### src/rtl/pulse_sim_pkg.sv
// Shared definitions for the pulse simulator: FSM encoding, latched
// configuration record, saturation limits, LFSR constants and the 16-bit
// saturating helper used by every output channel.
package pulse_sim_pkg;

  typedef enum logic [1:0] {
    IDLE = 2'd0,
    RUN  = 2'd1,
    DONE = 2'd2
  } state_t;

  localparam int ADC_DATA_WIDTH_DEF = 16;

  localparam logic signed [15:0] SAT_MAX = 16'sh7FFF;
  localparam logic signed [15:0] SAT_MIN = 16'sh8000;

  localparam logic [15:0] LFSR_SEED = 16'hACE1;
  // Galois (right-shift) mask for x^16 + x^14 + x^13 + x^11 + 1
  localparam logic [15:0] LFSR_TAPS = 16'hB400;

  // Configuration snapshot taken at sequence start
  typedef struct packed {
    logic signed [15:0] baseline;
    logic signed [15:0] amp_a;
    logic signed [15:0] amp_b;
    logic signed [15:0] amp_c;
    logic [15:0]        delay_ab;
    logic [15:0]        delay_bc;
    logic [15:0]        width;
    logic [31:0]        period;   // already clamped to >= 1
    logic               rep;
  } cfg_t;

  // Clamp an 18-bit signed sum into the signed 16-bit sample range
  function automatic logic signed [15:0] sat16(input logic signed [17:0] v);
    if (v > 18'sd32767)  return SAT_MAX;
    if (v < -18'sd32768) return SAT_MIN;
    return v[15:0];
  endfunction

endpackage

### src/rtl/pulse_sim_gen_if.sv
// ADC-style output bus of the pulse simulator.
//   adc_data_a..d   : {sample1, sample0}, sample0 earlier in time
//   adc_enable_a..d : channel enable
//   adc_valid_a..d  : channel data valid
//   seq_active      : high while a sequence is running
//   seq_count       : completed-sequence counter
// master = generator side, slave = consumer side.
interface pulse_sim_gen_if
  import pulse_sim_pkg::*;
#(
  parameter int W = ADC_DATA_WIDTH_DEF
);
  logic [2*W-1:0] adc_data_a, adc_data_b, adc_data_c, adc_data_d;
  logic           adc_enable_a, adc_enable_b, adc_enable_c, adc_enable_d;
  logic           adc_valid_a, adc_valid_b, adc_valid_c, adc_valid_d;
  logic           seq_active;
  logic [31:0]    seq_count;

  modport master (
    output adc_data_a, adc_data_b, adc_data_c, adc_data_d,
    output adc_enable_a, adc_enable_b, adc_enable_c, adc_enable_d,
    output adc_valid_a, adc_valid_b, adc_valid_c, adc_valid_d,
    output seq_active, seq_count
  );

  modport slave (
    input adc_data_a, adc_data_b, adc_data_c, adc_data_d,
    input adc_enable_a, adc_enable_b, adc_enable_c, adc_enable_d,
    input adc_valid_a, adc_valid_b, adc_valid_c, adc_valid_d,
    input seq_active, seq_count
  );
endinterface

### src/rtl/pulse_sim_sample.sv
// One output sample: half-open window test on the sample index followed by
// a saturating add of baseline, optional pulse amplitude and noise.
//   idx_i    : absolute sample index within the sequence (2k or 2k+1)
//   win_lo_i : first sample inside the pulse window
//   win_hi_i : first sample after the pulse window
//   base_i   : idle level
//   amp_i    : pulse offset applied inside the window
//   noise_i  : additive noise (zero when noise is not built in)
//   sample_o : saturated sample
module pulse_sim_sample
  import pulse_sim_pkg::*;
(
  input  logic [32:0]        idx_i,
  input  logic [17:0]        win_lo_i,
  input  logic [17:0]        win_hi_i,
  input  logic signed [15:0] base_i,
  input  logic signed [15:0] amp_i,
  input  logic signed [15:0] noise_i,
  output logic signed [15:0] sample_o
);
  logic              in_win;
  logic signed [17:0] sum;

  // Bounds are zero-extended so large word counts never alias into a window
  assign in_win = (idx_i >= {15'd0, win_lo_i}) && (idx_i < {15'd0, win_hi_i});

  assign sum = $signed({{2{base_i[15]}}, base_i})
             + (in_win ? $signed({{2{amp_i[15]}}, amp_i}) : 18'sd0)
             + $signed({{2{noise_i[15]}}, noise_i});

  assign sample_o = sat16(sum);
endmodule

### src/rtl/pulse_sim_gen.sv
// Pulse simulator: emits two samples per clock on four ADC-like channels.
// Channels a-c carry a rectangular pulse (width samples) on top of the
// baseline, staggered by delay_ab / delay_bc; channel d carries baseline only.
// Sequences are period_words clocks long, single shot or repeating.
// Optional build macro: PULSE_SIM_NOISE_EN adds 4-bit LFSR noise per sample.
// Ports:
//   clk, rst                : clock, synchronous active-high reset
//   sim_enable, sim_repeat  : run request (level), periodic mode
//   baseline, amp_a..amp_c  : signed levels
//   delay_ab, delay_bc      : pulse start spacing in samples
//   width, period_words     : pulse length (samples), sequence length (clocks)
//   adc                     : output bus (pulse_sim_gen_if.master)
module pulse_sim_gen
  import pulse_sim_pkg::*;
#(
  parameter int ADC_DATA_WIDTH = ADC_DATA_WIDTH_DEF
)(
  input  logic               clk,
  input  logic               rst,
  input  logic               sim_enable,
  input  logic               sim_repeat,
  input  logic signed [15:0] baseline,
  input  logic signed [15:0] amp_a,
  input  logic signed [15:0] amp_b,
  input  logic signed [15:0] amp_c,
  input  logic [15:0]        delay_ab,
  input  logic [15:0]        delay_bc,
  input  logic [15:0]        width,
  input  logic [31:0]        period_words,
  pulse_sim_gen_if.master    adc
);
  state_t      state_q, state_d;
  logic [31:0] k_q, k_d;
  logic [31:0] seq_cnt_q, seq_cnt_d;
  cfg_t        cfg_q, cfg_d, cfg_live;
  logic        vld_q;
  logic [2*ADC_DATA_WIDTH-1:0] data_q [4];

  logic               run;
  logic signed [15:0] base_cur;
  logic signed [15:0] amp_cfg [3];
  logic [17:0]        win_lo [3];
  logic [17:0]        win_hi [3];
  logic signed [15:0] noise [2];
  logic signed [15:0] smp [3][2];
  logic signed [15:0] smp_d [2];

  function automatic logic signed [ADC_DATA_WIDTH-1:0] ext(input logic signed [15:0] s);
    return ADC_DATA_WIDTH'(s);
  endfunction

  assign cfg_live = '{baseline: baseline, amp_a: amp_a, amp_b: amp_b, amp_c: amp_c,
                      delay_ab: delay_ab, delay_bc: delay_bc, width: width,
                      period: (period_words == 32'd0) ? 32'd1 : period_words,
                      rep: sim_repeat};

  // Sequencing: abort on enable drop wins over the word-end decision
  always_comb begin
    state_d   = state_q;
    k_d       = k_q;
    seq_cnt_d = seq_cnt_q;
    cfg_d     = cfg_q;
    unique case (state_q)
      IDLE: if (sim_enable) begin
        state_d = RUN;
        k_d     = 32'd0;
        cfg_d   = cfg_live;
      end
      RUN: begin
        if (!sim_enable) begin
          state_d = IDLE;
          k_d     = 32'd0;
        end else if (k_q == cfg_q.period - 32'd1) begin
          seq_cnt_d = seq_cnt_q + 32'd1;
          k_d       = 32'd0;
          if (cfg_q.rep) cfg_d = cfg_live;
          else           state_d = DONE;
        end else begin
          k_d = k_q + 32'd1;
        end
      end
      DONE: if (!sim_enable) state_d = IDLE;
      default: state_d = IDLE;
    endcase
  end

  // Outside RUN the amplitudes are forced to zero and the live baseline shows
  assign run        = (state_q == RUN);
  assign base_cur   = run ? cfg_q.baseline : baseline;
  assign amp_cfg[0] = run ? cfg_q.amp_a : 16'sd0;
  assign amp_cfg[1] = run ? cfg_q.amp_b : 16'sd0;
  assign amp_cfg[2] = run ? cfg_q.amp_c : 16'sd0;

  // 18-bit window bounds: three 16-bit terms cannot overflow
  assign win_lo[0] = 18'd0;
  assign win_hi[0] = {2'b0, cfg_q.width};
  assign win_lo[1] = {2'b0, cfg_q.delay_ab};
  assign win_hi[1] = win_lo[1] + {2'b0, cfg_q.width};
  assign win_lo[2] = win_lo[1] + {2'b0, cfg_q.delay_bc};
  assign win_hi[2] = win_lo[2] + {2'b0, cfg_q.width};

`ifdef PULSE_SIM_NOISE_EN
  logic [15:0] lfsr_q, lfsr_mid;

  function automatic logic [15:0] lfsr_step(input logic [15:0] v);
    return v[0] ? ((v >> 1) ^ LFSR_TAPS) : (v >> 1);
  endfunction

  // Two steps per clock: current value feeds sample0, one step on feeds sample1
  assign lfsr_mid = lfsr_step(lfsr_q);

  always_ff @(posedge clk) begin
    if (rst) lfsr_q <= LFSR_SEED;
    else     lfsr_q <= lfsr_step(lfsr_mid);
  end

  assign noise[0] = {{12{lfsr_q[3]}}, lfsr_q[3:0]};
  assign noise[1] = {{12{lfsr_mid[3]}}, lfsr_mid[3:0]};
`else
  assign noise[0] = 16'sd0;
  assign noise[1] = 16'sd0;
`endif

  for (genvar ch = 0; ch < 3; ch++) begin : g_ch
    for (genvar j = 0; j < 2; j++) begin : g_smp
      pulse_sim_sample u_smp (
        .idx_i    ({k_q, 1'(j)}),
        .win_lo_i (win_lo[ch]),
        .win_hi_i (win_hi[ch]),
        .base_i   (base_cur),
        .amp_i    (amp_cfg[ch]),
        .noise_i  (noise[j]),
        .sample_o (smp[ch][j])
      );
    end
  end

  for (genvar j = 0; j < 2; j++) begin : g_d
    assign smp_d[j] = sat16($signed({{2{base_cur[15]}}, base_cur})
                          + $signed({{2{noise[j][15]}}, noise[j]}));
  end

  // Output register stage: one clock from counter state to adc_data
  always_ff @(posedge clk) begin
    if (rst) begin
      state_q   <= IDLE;
      k_q       <= 32'd0;
      seq_cnt_q <= 32'd0;
      vld_q     <= 1'b0;
      for (int ch = 0; ch < 4; ch++) data_q[ch] <= '0;
    end else begin
      state_q   <= state_d;
      k_q       <= k_d;
      seq_cnt_q <= seq_cnt_d;
      vld_q     <= 1'b1;
      for (int ch = 0; ch < 3; ch++) data_q[ch] <= {ext(smp[ch][1]), ext(smp[ch][0])};
      data_q[3] <= {ext(smp_d[1]), ext(smp_d[0])};
    end
  end

  always_ff @(posedge clk) begin
    cfg_q <= cfg_d;
  end

  assign adc.adc_data_a   = data_q[0];
  assign adc.adc_data_b   = data_q[1];
  assign adc.adc_data_c   = data_q[2];
  assign adc.adc_data_d   = data_q[3];
  assign adc.adc_enable_a = vld_q;
  assign adc.adc_enable_b = vld_q;
  assign adc.adc_enable_c = vld_q;
  assign adc.adc_enable_d = vld_q;
  assign adc.adc_valid_a  = vld_q;
  assign adc.adc_valid_b  = vld_q;
  assign adc.adc_valid_c  = vld_q;
  assign adc.adc_valid_d  = vld_q;
  assign adc.seq_active   = run;
  assign adc.seq_count    = seq_cnt_q;
endmodule
### src/flat_wrapper.sv
// flat-port wrapper written by rule: the top's interface ports become plain ports
module pulse_sim_gen_flat import pulse_sim_pkg::*;
#(
  parameter int ADC_DATA_WIDTH = ADC_DATA_WIDTH_DEF
)
  (clk, rst, sim_enable, sim_repeat, baseline, amp_a, amp_b, amp_c, delay_ab, delay_bc, width, period_words, adc_adc_data_a, adc_adc_data_b, adc_adc_data_c, adc_adc_data_d, adc_adc_enable_a, adc_adc_enable_b, adc_adc_enable_c, adc_adc_enable_d, adc_adc_valid_a, adc_adc_valid_b, adc_adc_valid_c, adc_adc_valid_d, adc_seq_active, adc_seq_count);
  pulse_sim_gen_if adc_i ();
  input  logic clk;
  input  logic rst;
  input  logic sim_enable;
  input  logic sim_repeat;
  input  logic signed [15:0] baseline;
  input  logic signed [15:0] amp_a;
  input  logic signed [15:0] amp_b;
  input  logic signed [15:0] amp_c;
  input  logic [15:0] delay_ab;
  input  logic [15:0] delay_bc;
  input  logic [15:0] width;
  input  logic [31:0] period_words;
  output wire logic [$bits(adc_i.adc_data_a)-1:0] adc_adc_data_a;
  output wire logic [$bits(adc_i.adc_data_b)-1:0] adc_adc_data_b;
  output wire logic [$bits(adc_i.adc_data_c)-1:0] adc_adc_data_c;
  output wire logic [$bits(adc_i.adc_data_d)-1:0] adc_adc_data_d;
  output wire logic [$bits(adc_i.adc_enable_a)-1:0] adc_adc_enable_a;
  output wire logic [$bits(adc_i.adc_enable_b)-1:0] adc_adc_enable_b;
  output wire logic [$bits(adc_i.adc_enable_c)-1:0] adc_adc_enable_c;
  output wire logic [$bits(adc_i.adc_enable_d)-1:0] adc_adc_enable_d;
  output wire logic [$bits(adc_i.adc_valid_a)-1:0] adc_adc_valid_a;
  output wire logic [$bits(adc_i.adc_valid_b)-1:0] adc_adc_valid_b;
  output wire logic [$bits(adc_i.adc_valid_c)-1:0] adc_adc_valid_c;
  output wire logic [$bits(adc_i.adc_valid_d)-1:0] adc_adc_valid_d;
  output wire logic [$bits(adc_i.seq_active)-1:0] adc_seq_active;
  output wire logic [$bits(adc_i.seq_count)-1:0] adc_seq_count;
  assign adc_adc_data_a = adc_i.adc_data_a;
  assign adc_adc_data_b = adc_i.adc_data_b;
  assign adc_adc_data_c = adc_i.adc_data_c;
  assign adc_adc_data_d = adc_i.adc_data_d;
  assign adc_adc_enable_a = adc_i.adc_enable_a;
  assign adc_adc_enable_b = adc_i.adc_enable_b;
  assign adc_adc_enable_c = adc_i.adc_enable_c;
  assign adc_adc_enable_d = adc_i.adc_enable_d;
  assign adc_adc_valid_a = adc_i.adc_valid_a;
  assign adc_adc_valid_b = adc_i.adc_valid_b;
  assign adc_adc_valid_c = adc_i.adc_valid_c;
  assign adc_adc_valid_d = adc_i.adc_valid_d;
  assign adc_seq_active = adc_i.seq_active;
  assign adc_seq_count = adc_i.seq_count;
  pulse_sim_gen #(.ADC_DATA_WIDTH(ADC_DATA_WIDTH)) u_core (.clk(clk), .rst(rst), .sim_enable(sim_enable), .sim_repeat(sim_repeat), .baseline(baseline), .amp_a(amp_a), .amp_b(amp_b), .amp_c(amp_c), .delay_ab(delay_ab), .delay_bc(delay_bc), .width(width), .period_words(period_words), .adc(adc_i));
endmodule
### config.mk
export PLATFORM = sky130hd
export DESIGN_NAME = pulse_sim_gen_flat
export DESIGN_NICKNAME = d
export VERILOG_FILES = /design/src/rtl/pulse_sim_pkg.sv /design/src/rtl/pulse_sim_gen_if.sv /design/src/rtl/pulse_sim_sample.sv /design/src/rtl/pulse_sim_gen.sv /design/src/flat_wrapper.sv
export SDC_FILE = /design/constraint.sdc
export NUM_CORES = 1
export LEC_CHECK = 0
export BUFFER_PORTS_ARGS = -buffer_cell sky130_fd_sc_hd__buf_2
export CORE_ASPECT_RATIO = 0.75
export CORE_MARGIN = 4
export CORE_UTILIZATION = 66
export DETAILED_ROUTE_END_ITERATION = 6
export HOLD_SLACK_MARGIN = 0.06
export MAX_ROUTING_LAYER = met4
export PLACE_DENSITY = 0.88
export SLEW_MARGIN = 10
export SYNTH_ARGS = -nofsm -noshare
export SYNTH_HDL_FRONTEND = slang
export SYNTH_HIERARCHICAL = 1
export SYNTH_SLANG_ARGS = --single-unit
### constraint.sdc
create_clock -name clk -period 47.2 [get_ports clk]
set_input_delay 7.08 -clock clk [delete_from_list [all_inputs] [get_ports clk]]
set_output_delay 7.08 -clock clk [all_outputs]
set_load 0.02 [all_outputs]
After elaboration in Yosys (flattened, before gate mapping)
Memories as Yosys holds them, arrays and structs flattened.
Index checks and enable logic that the tools add are counted.

cells by class
  add/subtract/negate cells = 12
  $lt $le $gt $ge = 26
  equality and inequality tests = 10
  muxes and demuxes = 82
  bitwise operators = 4
  reduce and logical (&&, ||, !) cells = 14

operator list
  operator                                                                            number
  145-bit 2-to-1 mux                                                                  4
  16-bit 2-to-1 mux                                                                   32
  145-bit case mux with 2 select lines                                                1
  32-bit 2-to-1 mux                                                                   8
  33-bit by 18-bit less-than comparator with 1-bit output                             4
  16-bit by 18-bit adder with 18-bit output                                           6
  18-bit by 16-bit greater-than comparator with 1-bit output (second input constant)  6
  18-bit by 16-bit less-than comparator with 1-bit output (second input constant)     6
  18-bit 2-to-1 mux                                                                   6
  33-bit by 1-bit >= comparator with 1-bit output (second input constant)             2
  33-bit by 16-bit >= comparator with 1-bit output                                    2
  33-bit by 18-bit >= comparator with 1-bit output                                    2
  33-bit by 16-bit less-than comparator with 1-bit output                             2
  32-bit by 1-bit adder with 32-bit output (second input constant)                    2
  32-bit case mux with 2 select lines                                                 1
  16-bit by 16-bit adder with 17-bit output                                           2
  32-bit equality test                                                                1
  32-bit logical NOT                                                                  1
  32-bit by 1-bit subtractor with 32-bit output (second input constant)               1
  1-bit 2-to-1 mux                                                                    24
  18-bit by 16-bit adder with 18-bit output                                           1
  16-bit greater-than comparator (second input constant)                              1
  16-bit less-than comparator (second input constant)                                 1
  2-bit 2-to-1 mux                                                                    5
  other kinds (14)                                                                    27

storage, ports and cells
  bits in registers = 212
  RAM bits = 128
  input bits = 148
  logic and storage cells = 162
  memories kept = 1

memories
  memory         depth  bits a word  rd ports  clocked after Yosys merged registers in  wr ports  RTL line             source
  u_core.data_q  4      32           4         0                                        4         pulse_sim_gen.sv:37  logic [2*ADC_DATA_WIDTH-1:0] data_q [4];

Logic depth before layout (Yosys ltp)
Gate-level depths: netlist of run 1.

  depth after elaboration = 12
  mapped depth = 40
  gate-level depth less buffers = 37

Cells and area by module
The synthesis of run 1 kept the hierarchy.

by module, submodules not included
  module                                                times used  cells an instance  area an instance (um2)  sequential area each (um2)
  pulse_sim_gen                                         1           1517               15711.3                 7937.6
  pulse_sim_sample (u_core.g_ch[1].g_smp[0].u_smp ...)  3           314                2464.9                  0.0
  pulse_sim_sample (u_core.g_ch[0].g_smp[1].u_smp)      1           326                2562.5                  0.0
  pulse_sim_sample (u_core.g_ch[2].g_smp[1].u_smp)      1           297                2384.8                  0.0
  pulse_sim_sample (u_core.g_ch[0].g_smp[0].u_smp)      1           305                2339.7                  0.0

Least setup slack after synthesis of run 1
OpenSTA, ideal clock, no wires.

  kind = input to register
  from = in sim_enable
  to = reg u_core/cfg_q[100] in the netlist's numbering (enable)
  data arrival time = 21.838 ns
  required time = 46.149 ns
  slack = 24.311 ns
  stages on the path = 2
  path buffers = 0
  cell sequence = inv_1 > nor4b_1

between the ends
  longest elaborated chain between the ends = 2
  elaborated cells between the ends (all ways) = 3
  those cells by class = eq/ne: 2; reduce/logical: 1

ends and longest elaborated chain
  element                            RTL line              source
  from (decl)                        flat_wrapper.sv:10    input logic sim_enable;
  2-bit != test (no line)            -
  5-bit AND reduction (no line) (*)  -
  to (signal assigned)               pulse_sim_gen.sv:162  cfg_q <= cfg_d;
  to (decl)                          pulse_sim_gen.sv:35   cfg_t cfg_q, cfg_d, cfg_live;

Every way passes the cells marked *; elsewhere a longest branch is shown, timed or not.
A chain may end at the register's enable or synchronous reset.

==> impl_metrics.prom, run 1 <==
# TYPE chip_impl_metric gauge
chip_impl_metric{name="maximum_number_of_pins_on_one_net_before_global_route_repair",unit=""} 88
chip_impl_metric{name="syn-mean-instance-area",unit="sq um"} 8.97
chip_impl_metric{name="dp_worst_setup_slack",unit="ns"} 36.28
chip_impl_metric{name="drt-total-wl",unit="um"} 83200
chip_impl_metric{name="max-cap-violations",unit=""} 0
chip_impl_metric{name="synth.distinct_cells",unit=""} 103
chip_impl_metric{name="die_area",unit="sq um"} 49600
chip_impl_metric{name="fin_hold_ws",unit="ns"} 0.521
chip_impl_metric{name="hold_buffers",unit=""} 0
chip_impl_metric{name="cts-htree-levels",unit=""} 1
chip_impl_metric{name="numCtsBuffers",unit=""} 31
chip_impl_metric{name="wire_per_inst",unit="um"} 18.9
chip_impl_info{name="worstPathCellList",value="buf_2 -> mux2_2 -> inv_1 -> fa_1 -> inv_1 -> ha_1 -> fa_1 -> a211oi_1 -> o211ai_2 -> nand2_2 -> or3_4 -> and3b_1 -> o21ai_4 -> a21oi_1 -> nor2b_1"} 1
chip_impl_metric{name="finish.net_count",unit=""} 4388
chip_impl_metric{name="netSwitchingFraction",unit="%"} 38.4
chip_impl_metric{name="post_cts_resize_count",unit=""} 0
chip_impl_metric{name="die_width",unit="um"} 256
chip_impl_metric{name="finalCritPeriodShare",unit="%"} 22.0
chip_impl_metric{name="p_seq_share",unit="%"} 32.8
chip_impl_metric{name="drt_pre_antenna_iters",unit=""} 6
chip_impl_metric{name="crit_fanout",unit=""} 15
chip_impl_info{name="timing.setup.critical_path_class",value="in2reg"} 1
chip_impl_metric{name="synth_enable_flop_cells",unit=""} 145
chip_impl_info{name="outcome",value="complete, no violations"} 1
chip_impl_metric{name="layout_setup_ws",unit="ns"} 36.84
chip_impl_metric{name="tightest_slew",unit="ns"} 1.19
chip_impl_info{name="worstSetupEndpointType",value="flip-flop"} 1
chip_impl_metric{name="slew-limit-headroom",unit="%"} 20.2
chip_impl_metric{name="synthToLayoutAreaGrowth",unit="%"} 11.1
chip_impl_metric{name="p_int",unit="mW"} 0.649
chip_impl_metric{name="crit_path_max_incr_delay",unit="ns"} 0.58
chip_impl_metric{name="synth.yosys.seq_area_share",unit="%"} 26.1
chip_impl_metric{name="total_net_switching_power",unit="mW"} 0.405
chip_impl_metric{name="clk_transition_reported_paths",unit="ns"} 0.07
chip_impl_info{name="cpLargestDelayFamily",value="adder cells"} 1
chip_impl_metric{name="grt_util_all_layers",unit="%"} 33.3
chip_impl_metric{name="setup-tns-final",unit="ns"} 0
chip_impl_metric{name="floorplan.core_area",unit="sq um"} 45100
chip_impl_metric{name="synth_seq_cells",unit=""} 324
chip_impl_metric{name="final_replace_weighted_congestion",unit=""} 0.970
chip_impl_metric{name="post_synthesis_instance_area",unit="sq um"} 30400
chip_impl_metric{name="first_global_vias",unit=""} 25200
chip_impl_metric{name="vdd.ir_drop.worst",unit="mV"} 0.0335
chip_impl_metric{name="power.clock.fraction",unit="%"} 25.0
chip_impl_info{name="postSynth.topFlopCell",value="sky130_fd_sc_hd__dfxtp_1"} 1
chip_impl_metric{name="cp.buffers_inverters",unit=""} 3
chip_impl_metric{name="number_of_failing_hold_endpoints_at_the_final_stage",unit=""} 0
chip_impl_metric{name="p_leak",unit="nW"} 16.3
chip_impl_metric{name="floorplan.initialDensity",unit="%"} 67.4
chip_impl_metric{name="clock_path_buffers",unit=""} 3
chip_impl_info{name="tritoncts",value="yes"} 1
chip_impl_metric{name="cts_setup_buffers",unit=""} 0
chip_impl_metric{name="route.vias.total",unit=""} 26500
chip_impl_metric{name="buffer_ports.inserted",unit=""} 316
chip_impl_metric{name="final.min_clock_period",unit="ns"} 10.36
chip_impl_metric{name="core.rowCount",unit=""} 67
chip_impl_metric{name="clkLatencyLatePin",unit="ns"} 0.62
chip_impl_metric{name="antenna_left",unit=""} 0
chip_impl_metric{name="io_count",unit=""} 317
chip_impl_metric{name="dp_cells",unit=""} 4331
chip_impl_metric{name="synth_cells",unit=""} 3387
chip_impl_info{name="critPathLaunchType",value="primary input"} 1
chip_impl_metric{name="report.final.setup_viol",unit=""} 0
chip_impl_metric{name="drive_above_1_share",unit="%"} 15.2
chip_impl_metric{name="finalPower",unit="mW"} 1.05
chip_impl_metric{name="worstPathArrival",unit="ns"} 10.89
chip_impl_metric{name="cp_data_required_time",unit="ns"} 47.73
chip_impl_metric{name="vias_per_cell",unit=""} 6.02
chip_impl_metric{name="drc_errors",unit=""} 0
chip_impl_info{name="slowest_stage",value="sky130_fd_sc_hd__and3b_1"} 1
chip_impl_metric{name="first_iter_violations",unit=""} 2887
chip_impl_metric{name="power_per_cell_area",unit="nW/um^2"} 31.2
chip_impl_metric{name="grt_first_pass_wirelength",unit="um"} 132000
chip_impl_metric{name="power_frac_comb",unit="%"} 42.2
chip_impl_metric{name="cts.sinks",unit=""} 324
chip_impl_metric{name="die_height",unit="um"} 194
chip_impl_metric{name="async_reset_ff_share",unit="%"} 0
chip_impl_info{name="root_buffer",value="sky130_fd_sc_hd__clkbuf_16"} 1
chip_impl_info{name="setup_repair_after_global_routing_missed_its_margin",value="no"} 1
chip_impl_metric{name="max_freq",unit="MHz"} 96.5
chip_impl_metric{name="worst_clock_skew",unit="ns"} 0.0202
chip_impl_metric{name="synth-warning-count",unit=""} 6
chip_impl_metric{name="post_layout_nonfiller_instances",unit=""} 4395
chip_impl_metric{name="overflow",unit=""} 0
chip_impl_metric{name="slew_viol_final",unit=""} 0
chip_impl_metric{name="detailedPlacementHpwl",unit="um"} 63900
chip_impl_metric{name="antenna_found_initial",unit=""} 5
chip_impl_info{name="holdCritPathClass",value="reg2reg"} 1
[cell usage in the layout (no fill, tap or decap), types with 12 or more instances in the layout]
| cell | n |
|---|---|
| sky130_fd_sc_hd__and3_1 | 71 |
| sky130_fd_sc_hd__edfxtp_1 | 145 |
| sky130_fd_sc_hd__and2_1 | 83 |
| sky130_fd_sc_hd__nor2_1 | 88 |
| sky130_fd_sc_hd__o21a_1 | 14 |
| sky130_fd_sc_hd__o311ai_0 | 20 |
| sky130_fd_sc_hd__buf_4 | 27 |
| sky130_fd_sc_hd__nand2b_1 | 32 |
| sky130_fd_sc_hd__o21ai_1 | 37 |
| sky130_fd_sc_hd__a211oi_1 | 29 |
| sky130_fd_sc_hd__xor2_1 | 53 |
| sky130_fd_sc_hd__nor2b_1 | 270 |
| sky130_fd_sc_hd__o21ai_2 | 19 |
| sky130_fd_sc_hd__fa_1 | 105 |
| sky130_fd_sc_hd__conb_1 | 152 |
| sky130_fd_sc_hd__nand2_1 | 172 |
| sky130_fd_sc_hd__ha_1 | 357 |
| sky130_fd_sc_hd__a31oi_1 | 22 |
| sky130_fd_sc_hd__a21o_1 | 105 |
| sky130_fd_sc_hd__or2_2 | 24 |
| sky130_fd_sc_hd__nand4_1 | 59 |
| sky130_fd_sc_hd__o21ai_0 | 96 |
| sky130_fd_sc_hd__dfxtp_1 | 179 |
| sky130_fd_sc_hd__nand3_1 | 118 |
| sky130_fd_sc_hd__o211ai_1 | 17 |
| sky130_fd_sc_hd__clkbuf_16 | 32 |
| sky130_fd_sc_hd__o41ai_1 | 24 |
| sky130_fd_sc_hd__nor3_1 | 44 |
| sky130_fd_sc_hd__xnor2_1 | 124 |
| sky130_fd_sc_hd__buf_2 | 315 |
| sky130_fd_sc_hd__inv_1 | 363 |
| sky130_fd_sc_hd__a21oi_2 | 20 |
| sky130_fd_sc_hd__nor4_1 | 40 |
| sky130_fd_sc_hd__a21oi_1 | 249 |
| sky130_fd_sc_hd__or3_1 | 12 |
| sky130_fd_sc_hd__mux2_2 | 28 |
[sequential cells by signal (all words and copies together), names as in the netlist]
| name | cells |
|---|---|
| u_core/adc.seq_count | 32 |
| u_core/adc.adc_enable_a | 1 |
| u_core/data_q | 112 |
| u_core/k_q | 32 |
| u_core/state_q | 2 |
| u_core/cfg_q | 145 |
[synthesized netlist by cell type, types with 9 or more instances]
cell / number / area (sq um)
sky130_fd_sc_hd__nand3_1: 118 / 591
sky130_fd_sc_hd__a21oi_1: 250 / 1250
sky130_fd_sc_hd__nor4_1: 40 / 250
sky130_fd_sc_hd__o21ai_0: 96 / 480
sky130_fd_sc_hd__o211ai_2: 10 / 125
sky130_fd_sc_hd__a21o_1: 105 / 788
sky130_fd_sc_hd__a21oi_2: 19 / 166
sky130_fd_sc_hd__o21bai_1: 11 / 82.6
sky130_fd_sc_hd__a21boi_0: 9 / 67.6
sky130_fd_sc_hd__nand4b_1: 9 / 78.8
sky130_fd_sc_hd__inv_1: 365 / 1370
sky130_fd_sc_hd__nand2_1: 172 / 646
sky130_fd_sc_hd__buf_4: 26 / 195
sky130_fd_sc_hd__xnor2_1: 124 / 1090
sky130_fd_sc_hd__nor3b_1: 10 / 75.1
sky130_fd_sc_hd__o21ai_1: 38 / 190
sky130_fd_sc_hd__buf_6: 21 / 236
sky130_fd_sc_hd__xor2_1: 53 / 464
sky130_fd_sc_hd__nor2b_1: 270 / 1690
sky130_fd_sc_hd__nand4_1: 59 / 369
sky130_fd_sc_hd__o21a_1: 14 / 105
sky130_fd_sc_hd__a211oi_1: 29 / 218
sky130_fd_sc_hd__o41ai_1: 24 / 210
sky130_fd_sc_hd__ha_1: 357 / 4470
sky130_fd_sc_hd__nor3_1: 45 / 225
sky130_fd_sc_hd__o311ai_0: 20 / 175
sky130_fd_sc_hd__or4_1: 10 / 75.1
sky130_fd_sc_hd__nor2_1: 89 / 334
sky130_fd_sc_hd__edfxtp_1: 145 / 4350
sky130_fd_sc_hd__or3_1: 12 / 75.1
sky130_fd_sc_hd__buf_2: 9 / 45.0
sky130_fd_sc_hd__o211ai_1: 17 / 128
sky130_fd_sc_hd__a31oi_1: 22 / 138
sky130_fd_sc_hd__clkbuf_1: 73 / 274
sky130_fd_sc_hd__mux2_2: 28 / 315
sky130_fd_sc_hd__nand2b_1: 32 / 200
sky130_fd_sc_hd__a211o_1: 9 / 78.8
sky130_fd_sc_hd__o21ai_2: 18 / 158
sky130_fd_sc_hd__or2_2: 24 / 150
sky130_fd_sc_hd__dfxtp_1: 179 / 3580
sky130_fd_sc_hd__and2_1: 83 / 519
sky130_fd_sc_hd__and3_1: 71 / 444
sky130_fd_sc_hd__fa_1: 105 / 2100
sky130_fd_sc_hd__and4_1: 11 / 96.3
[logic make-up after synthesis]
group	after synthesis	share of synthesized area, %
buf+inv	499	7.18
simple gates	1102	20.5
other cells	2	0.0247
xor+xnor	184	5.51
fa+ha+maj	462	21.6
mux	31	1.14
flops	324	26.1
compound gates	783	17.9
[layout make-up]
cell class / count / area (sq um)
Multi-Input combinational cell: 2714 / 20900
Tap cell: 586 / 733
Sequential cell: 324 / 7940
Timing Repair Buffer: 342 / 1780
Antenna cell: 6 / 15.0
Clock buffer: 46 / 903
Clock inverter: 12 / 159
Fill cell: 3281 / 11300
Inverter: 365 / 1370
[routing by layer]
| layer | vias to the layer above | track usage (%) | share of wire, % |
|---|---|---|---|
| met1 | 12500 | 46.3 | 44 |
| met2 | 1164 | 51.4 | 44 |
| met5 | - | - | 0 |
| met4 | 0 | 8.89 | 3.0 |
| li1 | 12600 | - | - |
| met3 | 175 | 4.74 | 8.9 |
[worst paths after layout]
kind                         endpoint  cells past startpoint                      from  slack [ns]
min          u_core/adc.seq_count[26]                      2  u_core/adc.seq_count[26]        0.52
max               u_core/data_q[2][2]                     15               baseline[1]       36.84
max reg2reg      u_core/data_q[2][22]                     36          u_core/cfg_q[65]       37.69
min reg2reg  u_core/adc.seq_count[26]                      2  u_core/adc.seq_count[26]        0.52
[power groups by stage]
stage	clock network, mW	logic, mW	registers, mW
6_report	0.263	0.445	0.345
5_1_grt	0.277	0.489	0.348
4_1_cts	0.266	0.437	0.345
3_5_place_dp	0	0.431	0.350
3_3_place_gp	0	0.419	0.351
2_1_floorplan	0	0.307	0.378
[worst min-delay path, cell delays in order, from the launching register on]
cell and delay [ns]:
sky130_fd_sc_hd__dfxtp_1 0.33, sky130_fd_sc_hd__o311ai_0 0.08, sky130_fd_sc_hd__o41ai_1 0.07
[per-stage QoR]
| stage | util (%) | instance area, sq um |
|---|---|---|
| after floorplan | - | 31000 |
| after global placement | 72.5 | 32700 |
| after detailed placement | 72.5 | 32700 |
| after CTS | 74.8 | 33700 |
| after global routing | 74.8 | 33800 |
| final | 74.9 | 33800 |
No activity file was read; power rests on OpenSTA's default activity.
==> run 2: changes to the inputs <==
--- a/config.mk
+++ b/config.mk
@@ -8,11 +8,11 @@
 export BUFFER_PORTS_ARGS = -buffer_cell sky130_fd_sc_hd__buf_2
 export CORE_ASPECT_RATIO = 0.75
 export CORE_MARGIN = 4
-export CORE_UTILIZATION = 66
+export CORE_UTILIZATION = 61
 export DETAILED_ROUTE_END_ITERATION = 6
 export HOLD_SLACK_MARGIN = 0.06
 export MAX_ROUTING_LAYER = met4
-export PLACE_DENSITY = 0.88
+export PLACE_DENSITY = 0.82
 export SLEW_MARGIN = 10
 export SYNTH_ARGS = -nofsm -noshare
 export SYNTH_HDL_FRONTEND = slang
==> constraint.sdc (replaced) <==
create_clock -name clk -period 10.8 [get_ports clk]
set_input_delay 1.62 -clock clk [delete_from_list [all_inputs] [get_ports clk]]
set_output_delay 1.62 -clock clk [all_outputs]
set_load 0.02 [all_outputs]
==> run 2 against run 1 <==
Effect of this change:
- via count fell by 1.0%
- cell count rose by 1.6%
- hold slack got worse by 0.045 ns
- register-to-register slack got worse by 36 ns
- global-route usage fell by 1.0 points
- worst setup slack got worse by 35 ns
- utilization fell by 5.6 points
- combinational power rose to 4.3 times the previous value
- clock power rose to 4.7 times the previous value
- sequential power rose to 4.3 times the previous value
- routed wire length rose by 3.9%
- critical path depth rose by 21
==> impl_metrics.prom, run 2 (same netlist as run 1, synthesis figures left out) <==
# TYPE chip_impl_metric gauge
chip_impl_info{name="outcome",value="complete, no violations"} 1
chip_impl_metric{name="finalCritPeriodShare",unit="%"} 84.2
chip_impl_metric{name="slew_viol_final",unit=""} 0
chip_impl_metric{name="final.min_clock_period",unit="ns"} 9.10
chip_impl_metric{name="hold_buffers",unit=""} 0
chip_impl_info{name="slowest_stage",value="sky130_fd_sc_hd__a211oi_2"} 1
chip_impl_metric{name="vias_per_cell",unit=""} 5.87
chip_impl_info{name="largest_register",value="u_core/cfg_q"} 1
chip_impl_info{name="layout_commonest_cell",value="sky130_fd_sc_hd__inv_1"} 1
chip_impl_metric{name="drive_above_1_share",unit="%"} 15.5
chip_impl_info{name="worstSetupEndpointType",value="flip-flop"} 1
chip_impl_info{name="crit_top_cell",value="sky130_fd_sc_hd__ha_1"} 1
chip_impl_metric{name="p_leak",unit="nW"} 16.4
chip_impl_metric{name="cts.sinks",unit=""} 324
chip_impl_info{name="setup_repair_after_global_routing_missed_its_margin",value="no"} 1
chip_impl_info{name="critPathLaunchType",value="flip-flop"} 1
chip_impl_metric{name="route.vias.total",unit=""} 26200
chip_impl_metric{name="worst_clock_skew",unit="ns"} 0.0233
chip_impl_metric{name="crit_path_max_incr_delay",unit="ns"} 0.83
chip_impl_metric{name="min_path_cells",unit=""} 2
chip_impl_metric{name="maximum_number_of_pins_on_one_net_before_global_route_repair",unit=""} 145
chip_impl_info{name="tritoncts",value="yes"} 1
chip_impl_metric{name="max_freq",unit="MHz"} 110
chip_impl_metric{name="buffer_ports.inserted",unit=""} 316
chip_impl_metric{name="finish.net_count",unit=""} 4392
chip_impl_metric{name="drc_errors",unit=""} 0
chip_impl_metric{name="worstRegToRegCells",unit=""} 36
chip_impl_metric{name="flip_flop_count_of_the_largest_register_after_layout",unit=""} 145
chip_impl_metric{name="detailedPlacementHpwl",unit="um"} 65400
chip_impl_info{name="mostFrequentLayoutCells",value="365 x sky130_fd_sc_hd__inv_1, 357 x sky130_fd_sc_hd__ha_1, 315 x sky130_fd_sc_hd__buf_2"} 1
chip_impl_metric{name="grt_first_pass_wirelength",unit="um"} 135000
chip_impl_metric{name="grt_util_all_layers",unit="%"} 32.3
chip_impl_metric{name="dp_worst_setup_slack",unit="ns"} 1.86
chip_impl_metric{name="first_iter_violations",unit=""} 2423
chip_impl_metric{name="vdd.ir_drop.worst",unit="mV"} 0.113
chip_impl_metric{name="slew-limit-headroom",unit="%"} 16.3
chip_impl_metric{name="clock_path_buffers",unit=""} 3
chip_impl_metric{name="cts-htree-levels",unit=""} 2
chip_impl_metric{name="max-cap-violations",unit=""} 0
chip_impl_info{name="cpLargestDelayFamily",value="compound AO/OA/AOI/OAI gates"} 1
chip_impl_metric{name="wire_per_inst",unit="um"} 19.4
chip_impl_metric{name="floorplan.initialDensity",unit="%"} 62.0
chip_impl_metric{name="die_width",unit="um"} 266
chip_impl_metric{name="antenna_left",unit=""} 0
chip_impl_metric{name="synthToLayoutAreaGrowth",unit="%"} 11.8
chip_impl_info{name="timing.setup.critical_path_class",value="reg2reg"} 1
chip_impl_metric{name="n_fill_cell",unit=""} 3936
chip_impl_metric{name="numCtsBuffers",unit=""} 34
chip_impl_metric{name="drt_pre_antenna_iters",unit=""} 6
chip_impl_metric{name="cp_data_required_time",unit="ns"} 11.22
chip_impl_metric{name="io_count",unit=""} 317
chip_impl_metric{name="clk_transition_reported_paths",unit="ns"} 0.07
chip_impl_metric{name="die_area",unit="sq um"} 53500
chip_impl_metric{name="antenna_found_initial",unit=""} 6
chip_impl_metric{name="cts_setup_buffers",unit=""} 0
chip_impl_metric{name="setup-tns-final",unit="ns"} 0
chip_impl_metric{name="worstPathArrival",unit="ns"} 9.52
chip_impl_metric{name="report.final.setup_viol",unit=""} 0
chip_impl_metric{name="power_per_cell_area",unit="nW/um^2"} 137
chip_impl_info{name="root_buffer",value="sky130_fd_sc_hd__clkbuf_16"} 1
chip_impl_metric{name="overflow",unit=""} 0
chip_impl_metric{name="floorplan.core_area",unit="sq um"} 49000
chip_impl_metric{name="tightest_slew",unit="ns"} 1.25
chip_impl_metric{name="clkLatencyLatePin",unit="ns"} 0.57
chip_impl_metric{name="crit_fanout",unit=""} 16
chip_impl_metric{name="layout_setup_ws",unit="ns"} 1.70
chip_impl_metric{name="critical_path_cell_count",unit=""} 36
chip_impl_info{name="holdCritPathClass",value="reg2reg"} 1
chip_impl_metric{name="core.rowCount",unit=""} 70
chip_impl_metric{name="number_of_failing_hold_endpoints_at_the_final_stage",unit=""} 0
chip_impl_info{name="top_regs",value="u_core/cfg_q: 145 flops, u_core/data_q: 112 flops"} 1
chip_impl_metric{name="first_global_vias",unit=""} 24600
chip_impl_metric{name="cp.buffers_inverters",unit=""} 3
chip_impl_metric{name="final_replace_weighted_congestion",unit=""} 0.982
chip_impl_metric{name="die_height",unit="um"} 201
chip_impl_metric{name="post_cts_resize_count",unit=""} 0
chip_impl_metric{name="drt-total-wl",unit="um"} 86500
-- run 2: cell types whose count changed in the layout (fill, tap and decap cells not counted), sizes merged --
cell / delta
inv: +4
clkinv: +2
diode: +2
buf: +1
bufinv: -1
clkinvlp: -1
-- run 2: through the flow --
step           hold WS, ns  cells  power [mW]  utilization [%]  cell area [sq um]
2_1_floorplan        0.516   3537        2.98                -              31000
3_3_place_gp         0.459   4394        3.37             66.8              32800
3_5_place_dp         0.463   4394        3.41             66.8              32800
4_1_cts              0.474   4456        4.65             69.2              34000
5_1_grt              0.510   4462        4.95             69.3              34000
6_report             0.476   4464        4.66             69.3              34000
-- run 2: routing by layer --
layer | GRT usage (%) | vias up | part of all wire (%)
li1 | - | 12600 | -
met1 | 45.1 | 12200 | 44
met2 | 45.7 | 1178 | 42
met3 | 9.19 | 174 | 11
met4 | 9.32 | 0 | 2.9
met5 | - | - | 0
-- run 2: layout make-up --
type	instances	area [sq um]	area share [%]
diodes	8	20.0	0.0589
multi-input cells	2714	20900	61.4
clock buffers	46	987	2.91
inverters	365	1370	4.03
repair buffers	343	1800	5.29
well taps	648	811	2.39
flip-flops and latches	324	7940	23.4
clock inverters	16	185	0.545
-- run 2: final timing paths --
| kind | from | to | slack, ns |
|---|---|---|---|
| min | u_core/k_q[1] | u_core/k_q[1] | 0.48 |
| max reg2reg | u_core/cfg_q[65] | u_core/data_q[2][28] | 1.70 |
| max | u_core/cfg_q[65] | u_core/data_q[2][28] | 1.70 |
| min reg2reg | u_core/k_q[1] | u_core/k_q[1] | 0.48 |
-- run 2: where the power goes --
| part | total, mW | switching, mW | internal (mW) |
|---|---|---|---|
| registers | 1.50 | 0.0709 | 1.43 |
| clock network | 1.23 | 0.530 | 0.702 |
| logic | 1.92 | 1.17 | 0.750 |
| total | 4.66 | 1.78 | 2.88 |
-- run 2: worst reg2reg max path, delay by kind of cell (launching register included) --
| kind | cells | cell delay, ns |
|---|---|---|
| xor gates and xnor gates | 3 | 0.66 |
| AOI/OAI and AO/OA | 19 | 4.52 |
| DFF | 1 | 0.43 |
| buffers and inverters | 3 | 0.17 |
| and+or+nand+nor | 4 | 0.73 |
| adders and majority gates | 7 | 2.44 |
